--- src/rtl/median_frame_ctrl_if.sv ---
// rtl/median_frame_ctrl_if.sv - raw pixel in / filter result in / selected pixel out bundle
interface median_frame_ctrl_if #(
  parameter int DW = 24
);
  logic          Y_de;
  logic          Y_hsync;
  logic          Y_vsync;
  logic [DW-1:0] Y_data;
  logic [DW-1:0] median_data;
  logic          out_de;
  logic          out_hsync;
  logic          out_vsync;
  logic [DW-1:0] out_data;

  modport master (
    output Y_de, Y_hsync, Y_vsync, Y_data, median_data,
    input  out_de, out_hsync, out_vsync, out_data
  );

  modport slave (
    input  Y_de, Y_hsync, Y_vsync, Y_data, median_data,
    output out_de, out_hsync, out_vsync, out_data
  );
endinterface

--- src/rtl/median_frame_ctrl.sv ---
// rtl/median_frame_ctrl.sv - frame sequencer and median/raw output selector for the 3x3 median filter
module median_frame_ctrl #(
  parameter int COL = 1024,
  parameter int ROW = 768,
  parameter int LAT = 4,
  parameter int DW  = 24
) (
  input  logic                 clk,
  input  logic                 rst,
  median_frame_ctrl_if.slave   vid,
  input  logic                 cfg_en,
  input  logic                 err_clr,
  output logic                 en_active,
  output logic                 busy,
  output logic [15:0]          frame_cnt,
  output logic                 err_short,
  output logic                 err_extra
);
  localparam int CW = (COL > 1) ? $clog2(COL) : 1;
  localparam int RW = (ROW > 1) ? $clog2(ROW) : 1;
  localparam logic [CW-1:0] COL_LAST = CW'(COL - 1);
  localparam logic [RW-1:0] ROW_LAST = RW'(ROW - 1);

  typedef enum logic [1:0] {S_IDLE, S_ACTIVE, S_DONE} state_t;

  state_t        state, state_nxt;
  logic [CW-1:0] col, col_nxt;
  logic [RW-1:0] row, row_nxt;
  logic          vs_q, de_q;
  logic          vs_rise, border, sel_in;
  logic          frame_inc, short_ev, extra_ev;

  assign vs_rise = vid.Y_vsync & ~vs_q;
  assign busy    = (state == S_ACTIVE);
  assign border  = (row == '0) | (row == ROW_LAST) | (col == '0) | (col == COL_LAST);
  // A vsync edge restarts the frame, so the pixel in that cycle is never filtered.
  assign sel_in  = en_active & busy & ~vs_rise & ~border;

  always_comb begin
    state_nxt = state;
    col_nxt   = col;
    row_nxt   = row;
    frame_inc = 1'b0;
    short_ev  = 1'b0;
    extra_ev  = 1'b0;
    if (vs_rise) begin
      state_nxt = S_ACTIVE;
      col_nxt   = '0;
      row_nxt   = '0;
    end else begin
      case (state)
        S_ACTIVE: begin
          if (vid.Y_de) begin
            if (col == COL_LAST) begin
              col_nxt = '0;
              if (row == ROW_LAST) begin
                state_nxt = S_DONE;
                frame_inc = 1'b1;
              end else begin
                row_nxt = row + RW'(1);
              end
            end else begin
              col_nxt = col + CW'(1);
            end
          end else if (de_q && (col != '0)) begin
            short_ev = 1'b1;
            col_nxt  = '0;
            if (row == ROW_LAST) state_nxt = S_DONE;
            else                 row_nxt   = row + RW'(1);
          end
        end
        S_DONE:  extra_ev = vid.Y_de;
        default: ;
      endcase
    end
  end

  always_ff @(posedge clk or posedge rst) begin
    if (rst) begin
      state     <= S_IDLE;
      col       <= '0;
      row       <= '0;
      vs_q      <= 1'b0;
      de_q      <= 1'b0;
      en_active <= 1'b0;
      frame_cnt <= '0;
      err_short <= 1'b0;
      err_extra <= 1'b0;
    end else begin
      state <= state_nxt;
      col   <= col_nxt;
      row   <= row_nxt;
      vs_q  <= vid.Y_vsync;
      de_q  <= vid.Y_de;
      if (vs_rise)   en_active <= cfg_en;
      if (frame_inc) frame_cnt <= frame_cnt + 16'd1;
      if (short_ev)     err_short <= 1'b1;
      else if (err_clr) err_short <= 1'b0;
      if (extra_ev)     err_extra <= 1'b1;
      else if (err_clr) err_extra <= 1'b0;
    end
  end

  logic          de_tail, hs_tail, vs_tail, sel_tail;
  logic [DW-1:0] data_tail;

  // LAT-1 plain delay stages; the output register below is the LAT-th.
  generate
    if (LAT == 1) begin : g_nopipe
      assign de_tail   = vid.Y_de;
      assign hs_tail   = vid.Y_hsync;
      assign vs_tail   = vid.Y_vsync;
      assign sel_tail  = sel_in;
      assign data_tail = vid.Y_data;
    end else begin : g_pipe
      logic [LAT-2:0] de_p, hs_p, vs_p, sel_p;
      logic [DW-1:0]  data_p [LAT-1];

      always_ff @(posedge clk or posedge rst) begin
        if (rst) begin
          de_p  <= '0;
          hs_p  <= '0;
          vs_p  <= '0;
          sel_p <= '0;
          for (int i = 0; i < LAT - 1; i++) data_p[i] <= '0;
        end else begin
          de_p[0]   <= vid.Y_de;
          hs_p[0]   <= vid.Y_hsync;
          vs_p[0]   <= vid.Y_vsync;
          sel_p[0]  <= sel_in;
          data_p[0] <= vid.Y_data;
          for (int i = 1; i < LAT - 1; i++) begin
            de_p[i]   <= de_p[i-1];
            hs_p[i]   <= hs_p[i-1];
            vs_p[i]   <= vs_p[i-1];
            sel_p[i]  <= sel_p[i-1];
            data_p[i] <= data_p[i-1];
          end
        end
      end

      assign de_tail   = de_p[LAT-2];
      assign hs_tail   = hs_p[LAT-2];
      assign vs_tail   = vs_p[LAT-2];
      assign sel_tail  = sel_p[LAT-2];
      assign data_tail = data_p[LAT-2];
    end
  endgenerate

  always_ff @(posedge clk or posedge rst) begin
    if (rst) begin
      vid.out_de    <= 1'b0;
      vid.out_hsync <= 1'b0;
      vid.out_vsync <= 1'b0;
      vid.out_data  <= '0;
    end else begin
      vid.out_de    <= de_tail;
      vid.out_hsync <= hs_tail;
      vid.out_vsync <= vs_tail;
      if (de_tail) vid.out_data <= sel_tail ? vid.median_data : data_tail;
    end
  end
endmodule

--- src/flat_wrapper.sv ---
// flat-port wrapper written by rule: the top's interface ports become plain ports
module median_frame_ctrl_flat 
#(
  parameter int COL = 1024,
  parameter int ROW = 768,
  parameter int LAT = 4,
  parameter int DW  = 24
)
  (clk, rst, cfg_en, err_clr, en_active, busy, frame_cnt, err_short, err_extra, vid_Y_de, vid_Y_hsync, vid_Y_vsync, vid_Y_data, vid_median_data, vid_out_de, vid_out_hsync, vid_out_vsync, vid_out_data);
  median_frame_ctrl_if #(.DW(DW)) vid_i ();
  input  logic clk;
  input  logic rst;
  input  logic cfg_en;
  input  logic err_clr;
  output logic en_active;
  output logic busy;
  output logic [15:0] frame_cnt;
  output logic err_short;
  output logic err_extra;
  input wire logic [$bits(vid_i.Y_de)-1:0] vid_Y_de;
  input wire logic [$bits(vid_i.Y_hsync)-1:0] vid_Y_hsync;
  input wire logic [$bits(vid_i.Y_vsync)-1:0] vid_Y_vsync;
  input wire logic [$bits(vid_i.Y_data)-1:0] vid_Y_data;
  input wire logic [$bits(vid_i.median_data)-1:0] vid_median_data;
  output wire logic [$bits(vid_i.out_de)-1:0] vid_out_de;
  output wire logic [$bits(vid_i.out_hsync)-1:0] vid_out_hsync;
  output wire logic [$bits(vid_i.out_vsync)-1:0] vid_out_vsync;
  output wire logic [$bits(vid_i.out_data)-1:0] vid_out_data;
  assign vid_i.Y_de = vid_Y_de;
  assign vid_i.Y_hsync = vid_Y_hsync;
  assign vid_i.Y_vsync = vid_Y_vsync;
  assign vid_i.Y_data = vid_Y_data;
  assign vid_i.median_data = vid_median_data;
  assign vid_out_de = vid_i.out_de;
  assign vid_out_hsync = vid_i.out_hsync;
  assign vid_out_vsync = vid_i.out_vsync;
  assign vid_out_data = vid_i.out_data;
  median_frame_ctrl #(.COL(COL), .ROW(ROW), .LAT(LAT), .DW(DW)) u_core (.clk(clk), .rst(rst), .vid(vid_i), .cfg_en(cfg_en), .err_clr(err_clr), .en_active(en_active), .busy(busy), .frame_cnt(frame_cnt), .err_short(err_short), .err_extra(err_extra));
endmodule
--- config.mk ---
export PLATFORM = sky130hd
export DESIGN_NAME = median_frame_ctrl_flat
export DESIGN_NICKNAME = d
export VERILOG_FILES = /design/src/rtl/median_frame_ctrl_if.sv /design/src/rtl/median_frame_ctrl.sv /design/src/flat_wrapper.sv
export SDC_FILE = /design/constraint.sdc
export NUM_CORES = 1
export LEC_CHECK = 0
export CAP_MARGIN = 20
export CORE_MARGIN = 4
export CORE_UTILIZATION = 55
export DETAILED_ROUTE_END_ITERATION = 7
export PLACE_DENSITY_LB_ADDON = 0.05
export SETUP_SLACK_MARGIN = 0.4
export SYNTH_ARGS = -nofsm -noshare
export SYNTH_HDL_FRONTEND = slang
export SYNTH_SLANG_ARGS = --single-unit
--- constraint.sdc ---
create_clock -name clk -period 14 [get_ports clk]
set_input_delay 2.8 -clock clk [delete_from_list [all_inputs] [get_ports clk]]
set_output_delay 2.8 -clock clk [all_outputs]
set_load 0.01 [all_outputs]
# After elaboration in Yosys (flattened, before gate mapping)
# Index checks and enable logic that the tools add are counted.
# totals
memories	0
input_bits	55
wordCells	80
romBits	0
latch_bits	0
ram_bits	0
reg_bits	154
# op_classes
muxes	32
n_bitwise	10
shifts	0
addsub	3
multipliers	0
eq_ne	5
n_reduce_logical	10
n_lt_le_gt_ge	0
div_mod_pow	0
# op_table
cell	count
2-to-1 mux 10 bit	11
2-to-1 mux 24 bit	1
adder 10 x 1 -> 10 bit, second input constant	2
== test 10 bit, second input constant	2
zero test 10 bit	2
adder 16 x 1 -> 16 bit, second input constant	1
2-to-1 mux 1 bit	14
2-to-1 mux 2 bit	6
nonzero test 10 bit	1
nonzero test 2 bit	3
bitwise AND 1 bit	4
inequality test 3 x 1 -> 1 bit, second input constant	1
NOT 1 bit	3
bitwise OR 1 bit	3
AND reduction 3 bit	1
nonzero test 3 bit	1
== test 2 x 1 -> 1 bit, second input constant	1
== test 2 bit, second input constant	1
AND reduction 2 bit	1
logical AND 1 bit	1

# Longest topological paths before layout
# logic_depth
word_depth	7
depth_mapped	8

# Least setup slack after synthesis
# Ideal clock, no wire load.
# synth_path
path_kind	input to register
from	in vid_Y_de
to	reg u_core.row[5]
n_path_buf	1
arrival_time_ns	4.134
setup_ns	0.078
setup_slack_ns	9.788
stages	6
t_required_ns	13.922
path_cell_list	buf_2 nand4b_1 nor4_4 a21oi_2 or4_1 a21oi_1
# synth_via
elab_chain_len	3
word_cells_on_any_way	6
cone_classes	eq/ne (1); mux (3); reduce/logical (2)
# synth_rtl
item	line	rtl
start, declared	flat_wrapper.sv:20	input wire logic [$bits(vid_i.Y_de)-1:0] vid_Y_de;
2-to-1 mux 10 bit	median_frame_ctrl.sv:53	if (vid.Y_de) begin
2-to-1 mux 10 bit	median_frame_ctrl.sv:51	case (state)
2-to-1 mux 10 bit	median_frame_ctrl.sv:46	if (vs_rise) begin
end signal, assigned	median_frame_ctrl.sv:92	row <= row_nxt;
end, declared	median_frame_ctrl.sv:28	logic [RW-1:0] row, row_nxt;
# Parallel ways exist; a longest one is shown, timed or not. The select of a mux whose other input is x is not followed.
# A chain may end at the register's enable or synchronous reset.

# Worst setup path after layout
# Ends and elaborated chain as after synthesis.

==> qor.yml <==
hpwl_um: 7080
critical_path.max_stage_delay_ns: 0.67
overflow: 0
grt_pass1_vias: 3643
die_w_um: 108
synth_area_leader_cell: "dfrtp_1"
p_sw_w: 0.000229
netlist-cell-type-count: 45
synth_top_flop_cell: "dfrtp_1"
cts.sinks: 152
root_buffer: "clkbuf_8"
clk_latency_ns: 0.51
clk_pin_slew_ns: 0.06
clockPowerShare_pct: 43.5
yosysSeqAreaShare_pct: 69.4
required_ns: 14.43
share_comb_of_total_power_pct: 9.1
core_area_um2: 9730
die_h_um: 108
grt_max_degree: 83
antenna_found_initial: 0
drv_slew: 0
synth_area_um2: 5480
nNetsFinal: 593
hold_path_depth: 0
design_area_um2: 7210
synth_top_area_share_pct: 69.4
route.vias.total: 3624
clock_skew_ns: 0.00688
syn_inst: 425
rsz0062_at_grt: "no"
start_util_pct: 56.3
area_growth_pct: 31.5
cp.depth: 6
vias_per_cell: 5.34
crit_buf_inv: 1
syn_area_per_cell_um2: 12.9
p_int_w: 0.000777
yosysMostFrequentCell: "dfrtp_1"
relSlewSlack_pct: 42.7
wirelength_um: 11100
finalCritPeriodShare_pct: 33.2
crit_path_start_kind: "primary input"
synth_edf_count: 0
grt_pass1_wl_um: 18300
antenna_left: 0
row_count: 36
r2r_start: "u_core.col[1]$_DFFE_PP0P_"
io_pins: 102
max-vdd-ir-drop_uv: 89.4
drt_iter0_markers: 270
worst_path_max_delay_cell: "clkdlybuf4s50_1"
hold_slack_ns: 0.343
hold_viol_final: 0
hp-start: "u_core.g_pipe.data_p[48]$_DFF_PP0_"
wl_per_cell_um: 16.3
post-cts-setup-buffer-count: 0
ys_top_cells_by_count: "152 x dfrtp_1, 36 x a21oi_1, 34 x nor2_1"
cts_resized: 0
grtUsageTotal_pct: 20.9
firstDrtPassIters: 4
dpl_cell_area_um2: 6630
worstPathCellList: "clkdlybuf4s50_1 > nand4b_1 > nor4_4 > a21oi_2 > or4_1 > a21oi_1"
globalplace.congestion: 0.805
dieArea_um2: 11600
cts_tree: "yes"
clockBufferDepth: 2
setup_violations: 0
cts_buffers: 17
powerDensity_nw_per_um2: 139
antenna_cells: 0
power.share.sequential_pct: 47.4
drive_gt1_share_pct: 8.24
holdBufCountCts: 0
worst_pin_slew_ns: 0.859
synth_seq_cells: 152
outcome: "completed"
final_cells: 679
cp_max_fo: 14
placedCellCount: 647
endpoint_kind: "register"
h-tree-depth: 4
swShare_pct: 22.8
crit_arrival_ns: 5.08
ys_top_cells_by_area: "dfrtp_1 69%, mux2i_1 4.6%, a21oi_1 3.3%, nor2_1 2.3%, nand2_1 1.6%"
postSynth.asyncResetShare_pct: 100
fmax_ghz: 0.215
ys_warn_count: 0
hp-class: "register to register"
path_class: "primary input to register"
min_period_ns: 4.65
crit_family: "simple AND/OR/NAND/NOR gates"
synth_nets: 485
crit_start: "vid_Y_de"
p_leak_nw: 3.06
drc: 0
setup-tns-final_ns: 0
reg2regPathDepth: 6
cap_violations: 0
port_buffers: 101
==> kinds of logic (layout without fill, tap and decap cells) <==
kind of cell | after synthesis | count (layout) | share of synthesized area [%]
adder cells (fa/ha/maj) | 5 | 5 | 1.14
flip-flops | 152 | 152 | 69.4
AND/OR/NAND/NOR | 125 | 125 | 12.4
multiplexers | 26 | 26 | 4.77
buffers and inverters | 30 | 151 | 2.12
AO/OA/AOI/OAI | 71 | 71 | 7.63
XOR/XNOR | 16 | 16 | 2.56
==> path summary, 6_finish.rpt <==
path | slack (ns) | end
setup reg to reg | 11.57 | u_core.row[5]$_DFFE_PP0P_
max in group asynchronous | 9.89 | u_core.col[7]$_DFFE_PP0P_
min in group asynchronous | 2.79 | u_core.vid.out_data[2]$_DFFE_PP0P_
hold / removal | 0.34 | u_core.g_pipe.data_p[24]$_DFF_PP0_
setup / recovery | 9.35 | u_core.row[5]$_DFFE_PP0P_
hold reg to reg | 0.34 | u_core.g_pipe.data_p[24]$_DFF_PP0_
==> final cells by class <==
cell class                 count  area, um2
clock buffer                  21        459
clock inverter                11        120
fill                         656       2520
inverter                      14       57.6
multi-input combinational    243       1560
sequential                   152       3800
tap                          133        166
timing repair buffer         105       1040
==> layout by cell type (no fill, tap or decap), types with 2 or more instances in the layout <==
cell / count
xnor2_1: 9
nor2_1: 34
and3_1: 5
nor2b_1: 2
a211oi_1: 2
clkdlybuf4s50_1: 101
inv_1: 13
clkinv_2: 4
nor4_2: 2
nand2b_1: 2
and4_1: 3
inv_6: 2
nand3_1: 12
bufinv_16: 2
o21ai_0: 14
or3_1: 7
nand2_1: 24
nand3b_1: 2
o31ai_1: 5
xor2_1: 7
clkinvlp_4: 3
nand4_1: 10
a21oi_1: 36
a41oi_1: 3
dfrtp_1: 152
nor4_1: 4
a21o_1: 2
ha_1: 5
clkbuf_8: 4
nand3_2: 2
or4_1: 4
mux2i_1: 25
clkbuf_16: 16
buf_4: 4
nor3_1: 7
==> metal layers <==
metal  share of wire [%]  routed length, um  vias to the layer above  global-route usage [%]
li1                    -                  -                     1714                       -
met1                  43               4740                     1802                    27.9
met2                  51               5600                       96                    33.1
met3                 5.3                586                       12                    5.70
met4                 1.4                153                        0                    7.30
met5                   0                  0                        -                       0
==> registers in the layout, summed over array words and instances (netlist names), 2 cells and up <==
register	count
u_core.data_tail	24
u_core.g_pipe.sel_p	3
u_core.g_pipe.vs_p	3
u_core.state	2
u_core.g_pipe.data_p	48
u_core.g_pipe.hs_p	3
u_core.row	10
u_core.frame_cnt	16
u_core.col	10
u_core.g_pipe.de_p	3
u_core.vid.out_data	24
==> power by group through the flow <==
stage | Sequential (W) | Combinational (W) | Clock [W]
after floorplan | 0.000486 | 0.0000423 | 0
after global placement | 0.000483 | 0.0000893 | 0
after detailed placement | 0.000484 | 0.0000915 | 0
after CTS | 0.000477 | 0.0000929 | 0.000448
after global routing | 0.000480 | 0.000102 | 0.000467
final | 0.000477 | 0.0000913 | 0.000437
==> through the flow <==
stage	total power [W]	setup slack, ns	utilization (%)
final	0.00101	9.35	74.1
after global placement	0.000572	9.00	68.1
after CTS	0.00102	9.36	74.1
after detailed placement	0.000576	8.88	68.1
after global routing	0.00105	9.19	74.1
after floorplan	0.000529	7.11	-
Power figures use the tool's default switching activity.
